==> src/rtl/bellek_port_hakemi.sv <==
// Round-robin sharing of one memory port between fetch (b) and data (v).
// Source FIFO routes responses back in order; fetch flush drops b responses.
module bellek_port_hakemi #(
  parameter int ADRES_BIT = 32,
  parameter int VERI_BIT  = 32,
  parameter int DERINLIK  = 4
) (
  input  logic                          clk_i,
  input  logic                          rstn_i,
  input  logic [ADRES_BIT-1:0]          b_istek_adres_i,
  input  logic                          b_istek_gecerli_i,
  output logic                          b_istek_hazir_o,
  output logic [VERI_BIT-1:0]           b_yanit_veri_o,
  output logic                          b_yanit_gecerli_o,
  input  logic                          b_yanit_hazir_i,
  input  logic                          b_bosalt_i,
  input  logic [ADRES_BIT-1:0]          v_istek_adres_i,
  input  logic [VERI_BIT-1:0]           v_istek_veri_i,
  input  logic [VERI_BIT/8-1:0]         v_istek_maske_i,
  input  logic                          v_istek_yaz_i,
  input  logic                          v_istek_gecerli_i,
  output logic                          v_istek_hazir_o,
  output logic [VERI_BIT-1:0]           v_yanit_veri_o,
  output logic                          v_yanit_gecerli_o,
  input  logic                          v_yanit_hazir_i,
  output logic [ADRES_BIT-1:0]          bel_istek_adres_o,
  output logic [VERI_BIT-1:0]           bel_istek_veri_o,
  output logic [VERI_BIT/8-1:0]         bel_istek_maske_o,
  output logic                          bel_istek_yaz_o,
  output logic                          bel_istek_gecerli_o,
  input  logic                          bel_istek_hazir_i,
  input  logic [VERI_BIT-1:0]           bel_yanit_veri_i,
  input  logic                          bel_yanit_gecerli_i,
  output logic                          bel_yanit_hazir_o,
  output logic [$clog2(DERINLIK):0]     bekleyen_sayisi_o
);

  localparam int PW = $clog2(DERINLIK);
  localparam int SW = PW + 1;
  localparam int MW = VERI_BIT / 8;
  localparam logic KAYNAK_B = 1'b0;
  localparam logic KAYNAK_V = 1'b1;

  typedef struct packed {
    logic [ADRES_BIT-1:0] adres;
    logic [VERI_BIT-1:0]  veri;
    logic [MW-1:0]        maske;
    logic                 yaz;
    logic                 kaynak;
    logic                 iptal;
  } ist_t;

  ist_t              ist_r;
  logic              ist_v_r;
  logic              son_kazanan_r;
  logic [SW-1:0]     bekleyen_r;
  logic [PW-1:0]     yaz_ptr_r;
  logic [PW-1:0]     oku_ptr_r;
  logic [DERINLIK-1:0] kaynak_r;
  logic [DERINLIK-1:0] iptal_r;

  logic          ist_cikis;
  logic [SW-1:0] fifo_sayi;
  logic          fifo_bos;
  logic          bas_kaynak;
  logic          bas_iptal;
  logic          yanit_al;
  logic          kabul_ok;
  logic          b_aday;
  logic          v_aday;
  logic          b_ver;
  logic          v_ver;
  logic          kabul;

  assign ist_cikis  = ist_v_r && bel_istek_hazir_i;
  assign fifo_sayi  = bekleyen_r - SW'(ist_v_r);
  assign fifo_bos   = (fifo_sayi == '0);
  assign bas_kaynak = kaynak_r[oku_ptr_r];
  assign bas_iptal  = iptal_r[oku_ptr_r];

  always_comb begin
    bel_yanit_hazir_o = 1'b0;
    b_yanit_gecerli_o = 1'b0;
    v_yanit_gecerli_o = 1'b0;
    if (!fifo_bos) begin
      unique case (1'b1)
        bas_iptal: bel_yanit_hazir_o = 1'b1;
        (!bas_iptal && bas_kaynak == KAYNAK_B): begin
          b_yanit_gecerli_o = bel_yanit_gecerli_i && !b_bosalt_i;
          bel_yanit_hazir_o = b_yanit_hazir_i || b_bosalt_i;
        end
        (!bas_iptal && bas_kaynak == KAYNAK_V): begin
          v_yanit_gecerli_o = bel_yanit_gecerli_i;
          bel_yanit_hazir_o = v_yanit_hazir_i;
        end
        default: ;
      endcase
    end
  end

  assign b_yanit_veri_o = b_yanit_gecerli_o ? bel_yanit_veri_i : '0;
  assign v_yanit_veri_o = v_yanit_gecerli_o ? bel_yanit_veri_i : '0;
  assign yanit_al = bel_yanit_gecerli_i && bel_yanit_hazir_o;

  // a pop in the same cycle frees the slot a full counter would block
  assign kabul_ok = rstn_i && (!ist_v_r || ist_cikis) &&
                    ((bekleyen_r < SW'(DERINLIK)) || yanit_al);
  assign b_aday = b_istek_gecerli_i && !b_bosalt_i;
  assign v_aday = v_istek_gecerli_i;
  assign b_ver  = kabul_ok && b_aday &&
                  (!v_aday || son_kazanan_r == KAYNAK_V);
  assign v_ver  = kabul_ok && v_aday &&
                  (!b_aday || son_kazanan_r == KAYNAK_B);
  assign kabul  = b_ver || v_ver;

  assign b_istek_hazir_o     = b_ver;
  assign v_istek_hazir_o     = v_ver;
  assign bel_istek_adres_o   = ist_r.adres;
  assign bel_istek_veri_o    = ist_r.veri;
  assign bel_istek_maske_o   = ist_r.maske;
  assign bel_istek_yaz_o     = ist_r.yaz;
  assign bel_istek_gecerli_o = ist_v_r;
  assign bekleyen_sayisi_o   = bekleyen_r;

  always_ff @(posedge clk_i or negedge rstn_i) begin
    if (!rstn_i) begin
      ist_r         <= '0;
      ist_v_r       <= 1'b0;
      son_kazanan_r <= KAYNAK_V;
    end else if (b_ver) begin
      ist_r.adres   <= b_istek_adres_i;
      ist_r.veri    <= '0;
      ist_r.maske   <= '0;
      ist_r.yaz     <= 1'b0;
      ist_r.kaynak  <= KAYNAK_B;
      ist_r.iptal   <= 1'b0;
      ist_v_r       <= 1'b1;
      son_kazanan_r <= KAYNAK_B;
    end else if (v_ver) begin
      ist_r.adres   <= v_istek_adres_i;
      ist_r.veri    <= v_istek_veri_i;
      ist_r.maske   <= v_istek_maske_i;
      ist_r.yaz     <= v_istek_yaz_i;
      ist_r.kaynak  <= KAYNAK_V;
      ist_r.iptal   <= 1'b0;
      ist_v_r       <= 1'b1;
      son_kazanan_r <= KAYNAK_V;
    end else begin
      if (ist_cikis) ist_v_r <= 1'b0;
      if (b_bosalt_i && ist_r.kaynak == KAYNAK_B) ist_r.iptal <= 1'b1;
    end
  end

  always_ff @(posedge clk_i or negedge rstn_i) begin
    if (!rstn_i) begin
      kaynak_r   <= '0;
      iptal_r    <= '0;
      yaz_ptr_r  <= '0;
      oku_ptr_r  <= '0;
      bekleyen_r <= '0;
    end else begin
      // b entries carry kaynak=0, so ~kaynak_r selects them
      if (b_bosalt_i) iptal_r <= iptal_r | ~kaynak_r;
      if (ist_cikis) begin
        kaynak_r[yaz_ptr_r] <= ist_r.kaynak;
        iptal_r[yaz_ptr_r]  <= ist_r.iptal ||
                               (b_bosalt_i && ist_r.kaynak == KAYNAK_B);
        yaz_ptr_r           <= yaz_ptr_r + PW'(1);
      end
      if (yanit_al) oku_ptr_r <= oku_ptr_r + PW'(1);
      bekleyen_r <= bekleyen_r + SW'(kabul) - SW'(yanit_al);
    end
  end

endmodule
==> config.mk <==
export PLATFORM = sky130hd
export DESIGN_NAME = bellek_port_hakemi
export DESIGN_NICKNAME = d
export VERILOG_FILES = /design/src/rtl/bellek_port_hakemi.sv
export SDC_FILE = /design/constraint.sdc
export NUM_CORES = 1
export LEC_CHECK = 0
export CORE_MARGIN = 3
export CORE_UTILIZATION = 42
export CTS_BUF_LIST = sky130_fd_sc_hd__clkbuf_2
export DETAILED_ROUTE_END_ITERATION = 16
export GPL_TIMING_DRIVEN = 0
export MAX_ROUTING_LAYER = met4
export PLACE_DENSITY_LB_ADDON = 0.2
export SETUP_SLACK_MARGIN = 0.2
export SLEW_MARGIN = 20
export SYNTH_ARGS = -nofsm -noshare
export SYNTH_HDL_FRONTEND = slang
export SYNTH_SLANG_ARGS = --single-unit
==> constraint.sdc <==
create_clock -name clk_i -period 5.15 [get_ports clk_i]
set_input_delay 0.515 -clock clk_i [delete_from_list [all_inputs] [get_ports clk_i]]
set_output_delay 0.515 -clock clk_i [all_outputs]
set_load 0.05 [all_outputs]
==> flow_metrics.env <==
export IMPL_synth_yosys_seq_area_share_pct=46.0
export IMPL_dieWidth_um=113
export IMPL_drt_total_wl_um=15100
export IMPL_cap_violations=0
export IMPL_die_h_um=113
export IMPL_cts_buffer_depth=2
export IMPL_clk_latency_ns=0.55
export IMPL_drtIter0Drc=196
export IMPL_core_mm2=0.0110
export IMPL_hpwlAfterDp_um=12200
export IMPL_root_buffer="clkbuf_2"
export IMPL_grt_pass1_vias=4690
export IMPL_synth_flop_cell="dfrtp_1"
export IMPL_fmax_mhz=228
export IMPL_worstReg2RegEnd="bekleyen_sayisi_o[2]$_DFF_PN0_"
export IMPL_async_reset_ff_share_pct=100
export IMPL_num_rows=38
export IMPL_port_buffers=283
export IMPL_wl_per_cell_um=16.6
export IMPL_areaGrowthSynthToFinish_pct=66.0
export IMPL_ir_drop_v=0.000405
export IMPL_fin_skew_ns=0.0424
export IMPL_hold_path_class="in -> async"
export IMPL_critical_path_arrival_ns=3.87
export IMPL_nNetsFinal=913
export IMPL_r2r_slack_ns=1.44
export IMPL_avgSynthCellArea_um2=10.3
export IMPL_path_class="reg -> out"
export IMPL_start_kind="register"
export IMPL_worst_slew_pin_slew_ns=0.741
export IMPL_vias_per_cell=5.00
export IMPL_post_cts_buffers=0
export IMPL_post_route_period_util_pct=85.1
export IMPL_dp_slack_ns=1.24
export IMPL_r2r_cells=13
export IMPL_finalHoldViolCount=0
export IMPL_cts_repair_resized=0
export IMPL_grt_max_degree=47
export IMPL_fin_util_pct=72.4
export IMPL_io_pins=284
export IMPL_antenna_cells=0
export IMPL_cts_buffers=9
export IMPL_grt_util_met2_pct=40.5
export IMPL_use_met1_pct=27.5
export IMPL_synth_edff_count=0
export IMPL_antenna_found_initial=0
export IMPL_drtPass1Iterations=5
export IMPL_fin_crit_ns=4.38
export IMPL_drive_above_1_share_pct=13.4
export IMPL_worstReg2RegStart="oku_ptr_r[0]$_DFFE_PN0P_"
export IMPL_mappedNetlistArea_mm2=0.00479
export IMPL_globalRouteMet3Util_pct=4.49
export IMPL_ys_ff_latch=88
export IMPL_path_clk_slew_ns=0.26
export IMPL_p_per_area_mw_per_mm2=573
export IMPL_layout_setup_ws_ns=0.766
export IMPL_num_vias=4539
export IMPL_die_area_mm2=0.0127
export IMPL_final_common_cell="clkdlybuf4s50_1"
export IMPL_start_util_pct=43.6
export IMPL_required_ns=4.64
export IMPL_cts_tree="built"
export IMPL_most_common_layout_cells="282 x clkdlybuf4s50_1, 87 x dfrtp_1, 70 x buf_4"
export IMPL_track_usage_pct=23.9
export IMPL_report_final_setup_viol=0
export IMPL_gp_congestion=0.945
export IMPL_crit_fanout=10
export IMPL_clock_sinks=88
export IMPL_htree_levels=3
export IMPL_report_final_slew_viol_count=0
export IMPL_critPathCaptureType="output port"
export IMPL_rsz0062_at_grt="false"
export IMPL_slew_headroom_pct=50.1
export IMPL_busiest_layer="met2"
export IMPL_cts_hold_fix_buffers=1
export IMPL_worstSetupStartpoint="bel_istek_gecerli_o$_DFFE_PN0P_"
export IMPL_drtAntennaViolNets=0
export IMPL_whs_ns=0.466
export IMPL_grt_overflow=0
export IMPL_p_leak_nw=3.39
export IMPL_synth_fp_nets=617
export IMPL_synth_cell_types=36
export IMPL_syn_inst=467
export IMPL_yosysWarnings=0
export IMPL_outcome="finished clean"
export IMPL_grt_pass1_wl_um=23700
export IMPL_drc=0
-- worst max-delay path, stage by stage (launching register included) --
cell and delay (ns):
dfrtp_1 0.53, ha_1 0.25, xor2_1 0.20, o21ai_0 0.27, nor4_1 0.73, clkbuf_1 0.34, and2_1 0.20, clkdlybuf4s50_1 0.81
-- worst max path at each step --
stage                                           endpoint  slack [ns]  depth (start not counted)
after floorplan                       b_yanit_veri_o[22]        1.62                          6
final                                 b_yanit_veri_o[20]        0.77                          7
after CTS                             b_yanit_veri_o[29]        0.70                          7
after detailed placement  bekleyen_sayisi_o[2]$_DFF_PN0_        1.24                         14
after global placement    bekleyen_sayisi_o[2]$_DFF_PN0_       -1.56                         13
after global routing                  b_yanit_veri_o[22]        0.40                          7
-- per-stage QoR --
step	total power, mW	cells	setup TNS [ns]	cell area [µm²]
2_1_floorplan	3.27	467	0	4790
3_3_place_gp	4.15	890	-46.23	7800
3_5_place_dp	4.22	891	0	7830
4_1_cts	4.59	908	0	7960
5_1_grt	4.79	908	0	7960
6_report	4.56	908	0	7960
-- registers in the layout, indices dropped and copies added, names as in the netlist --
| register | count |
|---|---|
| bel_istek_adres_o | 32 |
| bel_istek_veri_o | 32 |
| bel_istek_maske_o | 4 |
| iptal_r | 4 |
| kaynak_r | 4 |
| bekleyen_sayisi_o | 3 |
| ist_r | 2 |
| oku_ptr_r | 2 |
| yaz_ptr_r | 2 |
| bel_istek_gecerli_o | 1 |
| bel_istek_yaz_o | 1 |
| son_kazanan_r | 1 |
-- synth_stat cells (2+ instances only) --
library cell	count	area [µm²]
a21o_1	2	15.0
a21oi_1	5	25.0
a22o_1	38	333
a2bb2oi_1	32	280
and2_1	64	400
buf_1	2	7.51
buf_2	7	35.0
buf_4	69	518
clkbuf_1	18	67.6
dfrtp_1	87	2180
ha_1	7	87.6
inv_1	8	30.0
mux4_2	2	45.0
nand2_1	11	41.3
nand2b_1	4	25.0
nand3_1	4	20.0
nor2_1	3	11.3
nor2b_1	6	37.5
o21ai_0	46	230
or3_1	32	200
xnor2_1	4	35.0
xor2_1	2	17.5
-- final cells by class --
cell class	count	area (µm²)
fill	837	3030
clock inverter	7	76.3
buffer	97	639
timing repair buffer	285	2870
inverter	9	33.8
tap	140	175
sequential	88	2200
multi-input combinational	273	1920
clock buffer	9	45.0
-- power by group --
part           switching, mW  total (mW)  internal [mW]
Sequential             0.212        1.22           1.00
Combinational           1.72        2.98           1.26
Clock                  0.250       0.366          0.116
-- cell families after synthesis --
group,count (synthesis),share of synthesized area [%]
AO/OA/AOI/OAI,126,19.1
XOR/XNOR,6,1.10
adder cells (fa/ha/maj),8,2.25
buffers and inverters,106,14.0
flip-flops,88,46.0
multiplexers,4,1.38
AND/OR/NAND/NOR,129,16.1
-- per-layer routing --
layer  part of all wire [%]  vias up
li1                       -     2157
met1                     39     2139
met2                     50      203
met3                    6.7       40
met4                    3.9        0
met5                      0        -
Power figures use the tool's default switching activity.
==> variant (same flow settings) <==
The parameter `DERINLIK` goes from 4 to 2.
--- a/src/rtl/bellek_port_hakemi.sv
+++ b/src/rtl/bellek_port_hakemi.sv
@@ -4,5 +4,5 @@
   parameter int ADRES_BIT = 32,
   parameter int VERI_BIT  = 32,
-  parameter int DERINLIK  = 4
+  parameter int DERINLIK  = 2
 ) (
   input  logic                          clk_i,
Ports: changed (resized bekleyen_sayisi_o); port bits go from 284 to 283. No check against the original RTL was run, so the function may have changed too.
==> variant against the unedited design <==
Sequential cell count down 7. Maximum frequency up 17%. Total power down 2.5%. Cell area down 0.44%. Worst hold slack better by 17 ps. Setup slack better by 640 ps. Die area down 1.0%. Routed wire length down 8.3%. Register-to-register slack better by 1200 ps. Critical path depth unchanged. Area after synthesis down 1.1%.
==> variant: results (changes against the unedited design) <==
WL met3 = 867 um (-14%)
layout clock buffer count = 10 (+1)
synth unique cells = 43 (+19%)
outcome = finished clean
Iter 0 DRT Violations = 235 (+20%)
VDD IR max = 0.0003655 V (-9.8%)
GP Congestion = 0.8193 (-13%)
leakage dissipation = 3.391 nW (about the same)
WP data arrival = 3230 ps (-640 ps)
r2r setup slk = 2600 ps (+1160 ps)
largest cells by area after synthesis = dfrtp_1 (42%), buf_4 (11%), mux2_4 (9.2%)
sequential share of the synthesized area = 42.79% (-3.2 points)
non-clk buf share = 44.32% (+0.24 points)
Seq. cell area = 2028 um2 (-7.9%)
crit-path max FO = 42 (+32)
Post-Route WL = 13.83 mm (-8.3%)
Inverters = 8 (-1)
Worst setup endpoint = v_istek_hazir_o
Setup crit start = rstn_i
fraction of area in multi-input gates = 25.51% (+1.4 points)
M1 WL = 5.510 mm (-6.9%)
largest net degree at the start of global routing = 43 (-8.5%)
Final #Nets = 847 (-7.2%)
Clk pin slew, worst setup/hold paths = 210 ps (-50 ps)
Post-Route Skew = 14.52 ps (-27.90 ps)
Reg2Reg Depth = 12 (-1)
FILL cells = 817 (-2.4%)
Worst R2R Start = oku_ptr_r
I/O Buffers = 282 (-0.35%)
sw frac = 45.13% (-2.7 points)
Clock Latency Late Sink = 520 ps (-30 ps)
clk tree area frac = 1.974% (+0.45 points)
first-pass GRT wire length = 22.08 mm (-6.9%)
drt first pass iters = 4 (-1)
post-DR vias/cell = 4.851 (-3.0%)
Signal buffers = 377 (-1.3%)
# Post-CTS Setup Buffers = 0 (unchanged)
vias in the first global route = 4436 (-5.4%)
leading cell types by count after synthesis = dfrtp_1 (80), buf_4 (68), and2_1 (65)
CTS Root Cell = clkbuf_2
gr usage total = 22.44% (-1.5 points)
multi-input combinational cell count = 226 (-17%)
Synth Net Count = 552 (-11%)
share of cells above drive strength 1 = 24.72% (+11 points)
hold_buf cts = 1 (unchanged)
Routed met2 length = 7.219 mm (-4.6%)
Synth async-reset ratio = 100.0% (unchanged)
Relative slew margins = 63.75% (+14 points)
FF-to-FF End = bekleyen_sayisi_o[1]
DRC Markers = 0 (unchanged)
uppermost layer routed = met4
Seq cells = 81 (-8.0%)
yosys warns = 0 (unchanged)
CTS max path bufs = 2 (unchanged)
dpl hpwl = 11.18 mm (-8.3%)
-- variant: cell count changes in the layout (fill, tap and decap cells not counted), moves of 4 or more --
cell | unedited run | this run
clkbuf_1 | 18 | 10
a32o_1 | 0 | 37
a22o_1 | 38 | 0
nor3_1 | 1 | 6
mux2_2 | 1 | 35
nor2_1 | 3 | 7
dfrtp_1 | 87 | 80
ha_1 | 7 | 2
buf_6 | 1 | 6
or3_1 | 32 | 0
o21ai_0 | 46 | 4
mux2_4 | 0 | 29
a2bb2oi_1 | 32 | 0
nor2b_1 | 6 | 1
-- variant: stage by stage --
stage	utilization, %	hold WS (ps)	setup WS [ps]	std cells	instance area (um2)
after CTS	72.44	465.3	1346	848	7921
after detailed placement	70.92	483.3	1523	831	7755
after floorplan	-	219.4	2138	408	4740
after global routing	72.44	466.3	1052	848	7921
after global placement	70.76	475.5	-1021	830	7737
final	72.44	483.6	1405	848	7921
-- variant: power groups by stage --
stage	clock (mW)	sequential, mW	combinational, mW
after CTS	0.438	1.14	2.92
final	0.424	1.13	2.89
after global placement	0	1.13	2.87
after global routing	0.470	1.18	3.03
after floorplan	0	1.14	2.04
after detailed placement	0	1.15	2.91
-- variant: logic make-up (layout without fill, tap and decap cells) --
kind of cell	Yosys count	in the layout	synth area share (%)
buf+inv	101	401	14.57
xor+xnor	4	4	0.7393
fa+ha+maj	2	2	0.5279
flops	81	81	42.79
compound gates	58	58	11.11
mux	66	66	17.93
simple gates	96	96	12.33
-- variant: worst max-delay path, stage by stage --
cell and delay [ps]:
dlygate4sd3_1 530, buf_4 450, inv_1 170, nor4_1 360, a31oi_1 150, a21oi_1 190, clkdlybuf4s50_1 850
-- variant: per-layer routing --
layer  track usage (%)  up-vias
met5                 -        -
met1             26.49     1962
met3             4.582       22
met4             6.731        0
met2             38.74      161
li1                  -     1969
